## config.mk

```make
export PLATFORM = sky130hd
export DESIGN_NAME = fir_seq_ctrl
export DESIGN_NICKNAME = d
export VERILOG_FILES = /design/src/rtl/fir_seq_pkg.sv /design/src/rtl/fir_seq_ctrl_queue_ptr_wrap.sv /design/src/rtl/fir_seq_ctrl.sv
export SDC_FILE = /design/constraint.sdc
export NUM_CORES = 1
export LEC_CHECK = 0
export CORE_MARGIN = 2
export CORE_UTILIZATION = 30
export DETAILED_ROUTE_END_ITERATION = 8
export GPL_TIMING_DRIVEN = 0
export PLACE_DENSITY = 0.52
export SETUP_SLACK_MARGIN = 0.05
export SYNTH_ARGS = -nofsm -noshare
export SYNTH_HDL_FRONTEND = slang
export SYNTH_SLANG_ARGS = --single-unit
```

## constraint.sdc

```tcl
create_clock -name clk -period 1.77 [get_ports clk]
set_input_delay 0.2655 -clock clk [delete_from_list [all_inputs] [get_ports clk]]
set_output_delay 0.2655 -clock clk [all_outputs]
set_load 0.02 [all_outputs]
```

## src/rtl/fir_seq_pkg.sv

```systemverilog
// fir_seq_pkg: shared types, default sizes and pointer helper for the FIR sequencer.
//   seq_state_t      : sequencer FSM state encoding
//   NUM_TAPS_DEF     : default taps per FIR band (sequencing window length)
//   QUEUE_DEPTH_DEF  : default circular sample queue depth
//   PTR_W_DEF        : default queue pointer width
//   wrap_sub()       : (ptr - n) mod depth via conditional add, for ptr < depth, n <= depth
package fir_seq_pkg;

    typedef enum logic [1:0] {
        IDLE = 2'd0,
        RUN  = 2'd1,
        DONE = 2'd2
    } seq_state_t;

    localparam int unsigned NUM_TAPS_DEF    = 1021;
    localparam int unsigned QUEUE_DEPTH_DEF = 1536;
    localparam int unsigned PTR_W_DEF       = 11;

    // Depth is not a power of two, so a borrow is repaired by adding depth back.
    function automatic logic [31:0] wrap_sub(input logic [31:0] ptr,
                                             input logic [31:0] n,
                                             input logic [31:0] depth);
        logic [31:0] diff;
        diff = ptr - n;
        if (ptr < n) begin
            diff = diff + depth;
        end
        return diff;
    endfunction

endpackage

```

## src/rtl/fir_seq_ctrl_queue_ptr_wrap.sv

```systemverilog
// queue_ptr_wrap: loadable circular-queue pointer, increments and wraps at QUEUE_DEPTH-1.
//   clk, rst  : clock, asynchronous active-high reset (ptr -> 0)
//   load      : load ptr with load_val (priority over inc)
//   load_val  : value to load
//   inc       : advance ptr by one, QUEUE_DEPTH-1 wraps to 0
//   ptr       : registered pointer
module queue_ptr_wrap #(
    parameter int unsigned QUEUE_DEPTH = 1536,
    parameter int unsigned PTR_W       = 11
) (
    input  logic             clk,
    input  logic             rst,
    input  logic             load,
    input  logic [PTR_W-1:0] load_val,
    input  logic             inc,
    output logic [PTR_W-1:0] ptr
);

    // Pointer register with explicit wrap at the non power-of-two depth.
    always_ff @(posedge clk or posedge rst) begin
        if (rst) begin
            ptr <= '0;
        end else if (load) begin
            ptr <= load_val;
        end else if (inc) begin
            if (ptr == PTR_W'(QUEUE_DEPTH - 1)) begin
                ptr <= '0;
            end else begin
                ptr <= ptr + PTR_W'(1);
            end
        end
    end

endmodule

```

## src/rtl/fir_seq_ctrl.sv

```systemverilog
// fir_seq_ctrl: sequences one FIR band run per accepted sample, walking the queue read
// pointer over the NUM_TAPS newest samples (oldest first), then pulses out_vld.
// Optional feature macro: SEQ_CATCHUP_EN (one-deep pending start latch).
//   clk, rst    : clock, asynchronous active-high reset
//   smpl_vld    : 1-cycle pulse, new sample written to the queue
//   wr_ptr      : queue write pointer, valid with smpl_vld
//   primed      : queue holds at least NUM_TAPS samples
//   sequencing  : high for NUM_TAPS consecutive cycles per run
//   rd_ptr      : queue read address, one sample per sequencing cycle
//   out_vld     : 1-cycle pulse after the last tap
//   busy        : high whenever not IDLE
//   overrun     : sticky, a sample start was lost
module fir_seq_ctrl
    import fir_seq_pkg::*;
#(
    parameter int unsigned NUM_TAPS    = NUM_TAPS_DEF,
    parameter int unsigned QUEUE_DEPTH = QUEUE_DEPTH_DEF,
    parameter int unsigned PTR_W       = PTR_W_DEF
) (
    input  logic             clk,
    input  logic             rst,
    input  logic             smpl_vld,
    input  logic [PTR_W-1:0] wr_ptr,
    input  logic             primed,
    output logic             sequencing,
    output logic [PTR_W-1:0] rd_ptr,
    output logic             out_vld,
    output logic             busy,
    output logic             overrun
);

    localparam int unsigned TAP_W = (NUM_TAPS > 1) ? $clog2(NUM_TAPS) : 1;

    seq_state_t       state;
    seq_state_t       state_nxt;
    logic [TAP_W-1:0] tap_cnt;
    logic [TAP_W-1:0] tap_cnt_nxt;
    logic             overrun_nxt;
    logic             ptr_load;
    logic             ptr_inc;
    logic [PTR_W-1:0] start_src;
    logic [PTR_W-1:0] ptr_load_val;

`ifdef SEQ_CATCHUP_EN
    logic             pend_vld;
    logic             pend_vld_nxt;
    logic [PTR_W-1:0] pend_ptr;
    logic [PTR_W-1:0] pend_ptr_nxt;
    logic             pend_take;
    logic             start_new;
`endif

    // Read pointer: loaded with the oldest tap address, then stepped once per tap.
    queue_ptr_wrap #(
        .QUEUE_DEPTH (QUEUE_DEPTH),
        .PTR_W       (PTR_W)
    ) u_rd_ptr (
        .clk      (clk),
        .rst      (rst),
        .load     (ptr_load),
        .load_val (ptr_load_val),
        .inc      (ptr_inc),
        .ptr      (rd_ptr)
    );

    // Start address of a run is the NUM_TAPS-th sample behind the write pointer.
    assign ptr_load_val = PTR_W'(wrap_sub(32'(start_src), NUM_TAPS, QUEUE_DEPTH));

    // Next-state, tap counter, pointer control and overrun logic.
    always_comb begin
        state_nxt   = state;
        tap_cnt_nxt = tap_cnt;
        overrun_nxt = overrun;
        ptr_load    = 1'b0;
        ptr_inc     = 1'b0;
        start_src   = wr_ptr;
`ifdef SEQ_CATCHUP_EN
        pend_vld_nxt = pend_vld;
        pend_ptr_nxt = pend_ptr;
        pend_take    = 1'b0;
        start_new    = 1'b0;
`endif

        unique case (state)
            IDLE: state_nxt = IDLE;
            RUN: begin
                // rd_ptr holds on the last tap so it ends on the newest sample.
                if (tap_cnt == TAP_W'(NUM_TAPS - 1)) begin
                    state_nxt = DONE;
                end else begin
                    ptr_inc     = 1'b1;
                    tap_cnt_nxt = tap_cnt + TAP_W'(1);
                end
            end
            DONE:    state_nxt = IDLE;
            default: state_nxt = IDLE;
        endcase

`ifdef SEQ_CATCHUP_EN
        // A latched sample starts as soon as the previous run has completed.
        pend_take = pend_vld && (state != RUN);
        start_new = (state == IDLE) && !pend_vld && smpl_vld && primed;
        if (pend_take || start_new) begin
            state_nxt   = RUN;
            ptr_load    = 1'b1;
            tap_cnt_nxt = '0;
            start_src   = pend_take ? pend_ptr : wr_ptr;
        end
        if (pend_take) begin
            pend_vld_nxt = 1'b0;
        end
        // Samples arriving while busy go to the latch if it is (or is becoming) free.
        if (smpl_vld && !start_new && ((state != IDLE) || pend_take)) begin
            if (!pend_vld || pend_take) begin
                pend_vld_nxt = 1'b1;
                pend_ptr_nxt = wr_ptr;
            end else begin
                overrun_nxt = 1'b1;
            end
        end
`else
        if ((state == IDLE) && smpl_vld && primed) begin
            state_nxt   = RUN;
            ptr_load    = 1'b1;
            tap_cnt_nxt = '0;
        end
        if (smpl_vld && (state != IDLE)) begin
            overrun_nxt = 1'b1;
        end
`endif
    end

    // State and registered outputs, decoded from the next state.
    always_ff @(posedge clk or posedge rst) begin
        if (rst) begin
            state      <= IDLE;
            tap_cnt    <= '0;
            sequencing <= 1'b0;
            out_vld    <= 1'b0;
            busy       <= 1'b0;
            overrun    <= 1'b0;
`ifdef SEQ_CATCHUP_EN
            pend_vld   <= 1'b0;
            pend_ptr   <= '0;
`endif
        end else begin
            state      <= state_nxt;
            tap_cnt    <= tap_cnt_nxt;
            sequencing <= (state_nxt == RUN);
            out_vld    <= (state_nxt == DONE);
            busy       <= (state_nxt != IDLE);
            overrun    <= overrun_nxt;
`ifdef SEQ_CATCHUP_EN
            pend_vld   <= pend_vld_nxt;
            pend_ptr   <= pend_ptr_nxt;
`endif
        end
    end

endmodule
```

==> impl_metrics.env <==
export IMPL_maxCapViolCount=0
export IMPL_clockBufferDepth=2
export IMPL_wl_per_cell_um=14.2
export IMPL_synth_area_leaders="dfrtp_1 (41%), nand2_1 (5.0%), xnor2_1 (4.3%), nor2_1 (4.1%), xor2_1 (3.7%)"
export IMPL_dr_pass1_iters=4
export IMPL_synth_seq_area_share_pct=41.0
export IMPL_ys_ff_latch=27
export IMPL_synth_top_area_share_pct=41.0
export IMPL_drive_gt1_share_pct=22.9
export IMPL_antenna_left=0
export IMPL_htree_levels=1
export IMPL_area_growth_syn_to_layout_pct=40.7
export IMPL_wirelength_um=4230
export IMPL_fmax_mhz=588
export IMPL_via_count=1486
export IMPL_syn_avg_cell_area_um2=9.20
export IMPL_cp_max_fo=5
export IMPL_hp_class="in2reg"
export IMPL_path_class="reg2reg"
export IMPL_synth_cell_types=47
export IMPL_power_density_nw_per_um2=1240
export IMPL_drv_slew=0
export IMPL_tightest_slew_ps=1040
export IMPL_clock_sinks=27
export IMPL_fin_util_pct=44.5
export IMPL_rsz0062_at_grt="true"
export IMPL_critPathRequiredTime_ps=1930
export IMPL_grtUsageTotal_pct=14.2
export IMPL_relSlewSlack_pct=30.3
export IMPL_core_area_um2=5200
export IMPL_overflow=0
export IMPL_placed_cells=278
export IMPL_power_mw=2.86
export IMPL_fin_tns_setup_ps=0
export IMPL_timing_final_crit_share_pct=96.1
export IMPL_clock_latency_ps=280
export IMPL_cts_reportedPaths_clkPinSlew_ps=100
export IMPL_netlist_instances=179
export IMPL_die_w_um=78.1
export IMPL_synth_edff_count=0
export IMPL_grt_max_degree=28
export IMPL_peakVddDrop_mv=0.424
export IMPL_grt_pass1_vias=1400
export IMPL_cts_hold_buf=0
export IMPL_status="finished, final reports clean"
export IMPL_hold_violations=0
export IMPL_synth_nets=198
export IMPL_port_buffers=29
export IMPL_syn_area_um2=1650
export IMPL_post_dp_cell_area_um2=2040
export IMPL_gp_congestion=0.749
export IMPL_layout_cells_non_filler=297
export IMPL_dp_hpwl_um=2850
export IMPL_layout_nets=247
export IMPL_boundaryPins=30
export IMPL_antenna_found_initial=0
export IMPL_synth_async_reset_ratio_pct=100
export IMPL_n_fill_cell=542
export IMPL_fp_dieH_um=78.1
export IMPL_worst_ep_arrival_time_ps=1860
export IMPL_fin_crit_ps=1700
export IMPL_die_area_um2=6100
export IMPL_detail_route_iter0_violations=88
export IMPL_setup_viol=0
export IMPL_ys_warn_count=0
export IMPL_cts_tree="yes"
export IMPL_synth_largest_area_cell="dfrtp_1"
export IMPL_start_kind="flop"
export IMPL_clock_skew_ps=7.65
export IMPL_start_util_pct=31.6
export IMPL_routed_via_density=5.00
export IMPL_clockRootBuffer="clkbuf_8"
export IMPL_numCtsBuffers=3
export IMPL_design_area_um2=2320
export IMPL_synthFlopType="dfrtp_1"
export IMPL_n_antenna_cell=0
export IMPL_p_leak_nw=0.985
export IMPL_drc=0
export IMPL_row_count=26
export IMPL_cp_end_kind="flop"
export IMPL_grt_pass1_wl_um=6940
[synthesized netlist by cell type (2+ instances only)]
| library cell | n |
|---|---|
| a21oi_1 | 6 |
| and3_1 | 2 |
| dfrtp_1 | 27 |
| ha_1 | 4 |
| inv_1 | 10 |
| nand2_1 | 22 |
| nand2b_1 | 2 |
| nand3_1 | 12 |
| nand4_1 | 4 |
| nor2_1 | 18 |
| nor3_1 | 6 |
| nor4_1 | 6 |
| o21ai_0 | 10 |
| o21ai_1 | 2 |
| o311ai_0 | 3 |
| xnor2_1 | 8 |
| xor2_1 | 7 |
[registers in the layout, indices dropped and copies added, names as in the netlist]
name	flops
overrun	1
tap_cnt	10
busy	1
state	2
u_rd_ptr.ptr	11
sequencing	1
out_vld	1
[per-layer routing]
metal | GRT usage, % | routed length, µm
met1 | 21.6 | 2140
met3 | 1.38 | 182
met5 | 0 | 0
met2 | 20.9 | 1850
met4 | 4.74 | 55
[critical path, stage by stage, from the launching register on]
cell	delay [ps]
dfrtp_1	390
inv_1	70
ha_2	190
nand2_4	90
o311a_4	360
clkbuf_16	170
a221o_1	320
[layout make-up]
type                       count  area (µm²)  area share (%)
clock buffer                   3        41.3            1.78
timing repair buffer          43         409            17.7
multi-input combinational    139        1020            44.2
inverter                      11        41.3            1.78
tap                           70        87.6            3.78
buffer                         3        23.8            1.03
clock inverter                 1        5.00           0.216
sequential                    27         686            29.6
[per-stage QoR]
| step | hold WS [ps] | setup slack (ps) |
|---|---|---|
| 3_5_place_dp | 454 | -726 |
| 2_1_floorplan | 318 | 51.7 |
| 3_3_place_gp | 452 | -729 |
| 5_1_grt | 315 | -22.7 |
| 4_1_cts | 477 | 50.5 |
| 6_report | 317 | 69.0 |
[kinds of logic (layout without fill, tap and decap cells)]
group           after synthesis  after routing  share of synthesized area [%]
buf+inv                      14             61                           3.72
xor+xnor                     15             15                           7.98
fa+ha+maj                     4              4                           3.04
simple gates                 83             83                           27.2
flops                        27             27                           41.0
compound gates               36             37                           17.0
[final timing paths]
path | start | endpoint | slack [ps] | depth (start not counted)
worst max register to register | tap_cnt[0] | u_rd_ptr.ptr[7] | 70 | 6
min in group asynchronous | rst | tap_cnt[9] | 540 | 2
worst min register to register | overrun | overrun | 470 | 1
worst max-delay path | tap_cnt[0] | u_rd_ptr.ptr[7] | 70 | 6
max in group asynchronous | rst | state[0] | 530 | 2
worst min-delay path | wr_ptr[0] | u_rd_ptr.ptr[0] | 320 | 2
[placed cells by master (no fill, tap or decap), types with 2 or more instances in the layout]
| cell | netlist | final |
|---|---|---|
| o21ai_1 | 2 | 4 |
| dfrtp_2 | 0 | 8 |
| dlygate4sd2_1 | 0 | 3 |
| nor2_1 | 18 | 18 |
| nand2_1 | 22 | 21 |
| nor4_1 | 6 | 5 |
| xnor2_1 | 8 | 8 |
| nand3_1 | 12 | 8 |
| and3_1 | 2 | 2 |
| o311ai_4 | 1 | 2 |
| nand3_2 | 0 | 3 |
| nand2b_1 | 2 | 2 |
| a21oi_1 | 6 | 6 |
| o21ai_0 | 10 | 8 |
| buf_4 | 0 | 13 |
| inv_1 | 10 | 9 |
| nand4_1 | 4 | 4 |
| dlymetal6s2s_1 | 0 | 2 |
| xor2_1 | 7 | 7 |
| clkdlybuf4s50_1 | 0 | 23 |
| clkbuf_8 | 0 | 3 |
| ha_1 | 4 | 2 |
| o311ai_1 | 0 | 2 |
| nor3_1 | 6 | 6 |
| inv_2 | 1 | 2 |
| dfrtp_1 | 27 | 19 |
[report_power, final]
| group | internal (mW) | total [mW] | switching [mW] |
|---|---|---|---|
| Clock | 0.158 | 0.354 | 0.196 |
| Combinational | 0.687 | 1.34 | 0.657 |
| Sequential | 0.842 | 1.17 | 0.323 |
| Total | 1.69 | 2.86 | 1.18 |
[what timing repair did]
item | 4_1_cts | 5_1_grt
pin swaps | 6 | 13
setup buffers | 5 | 8
resized for setup | 10 | 25
endpoints found under the setup margin | 18 | 20
gates cloned | 1 | 1
Power figures use the tool's default switching activity.
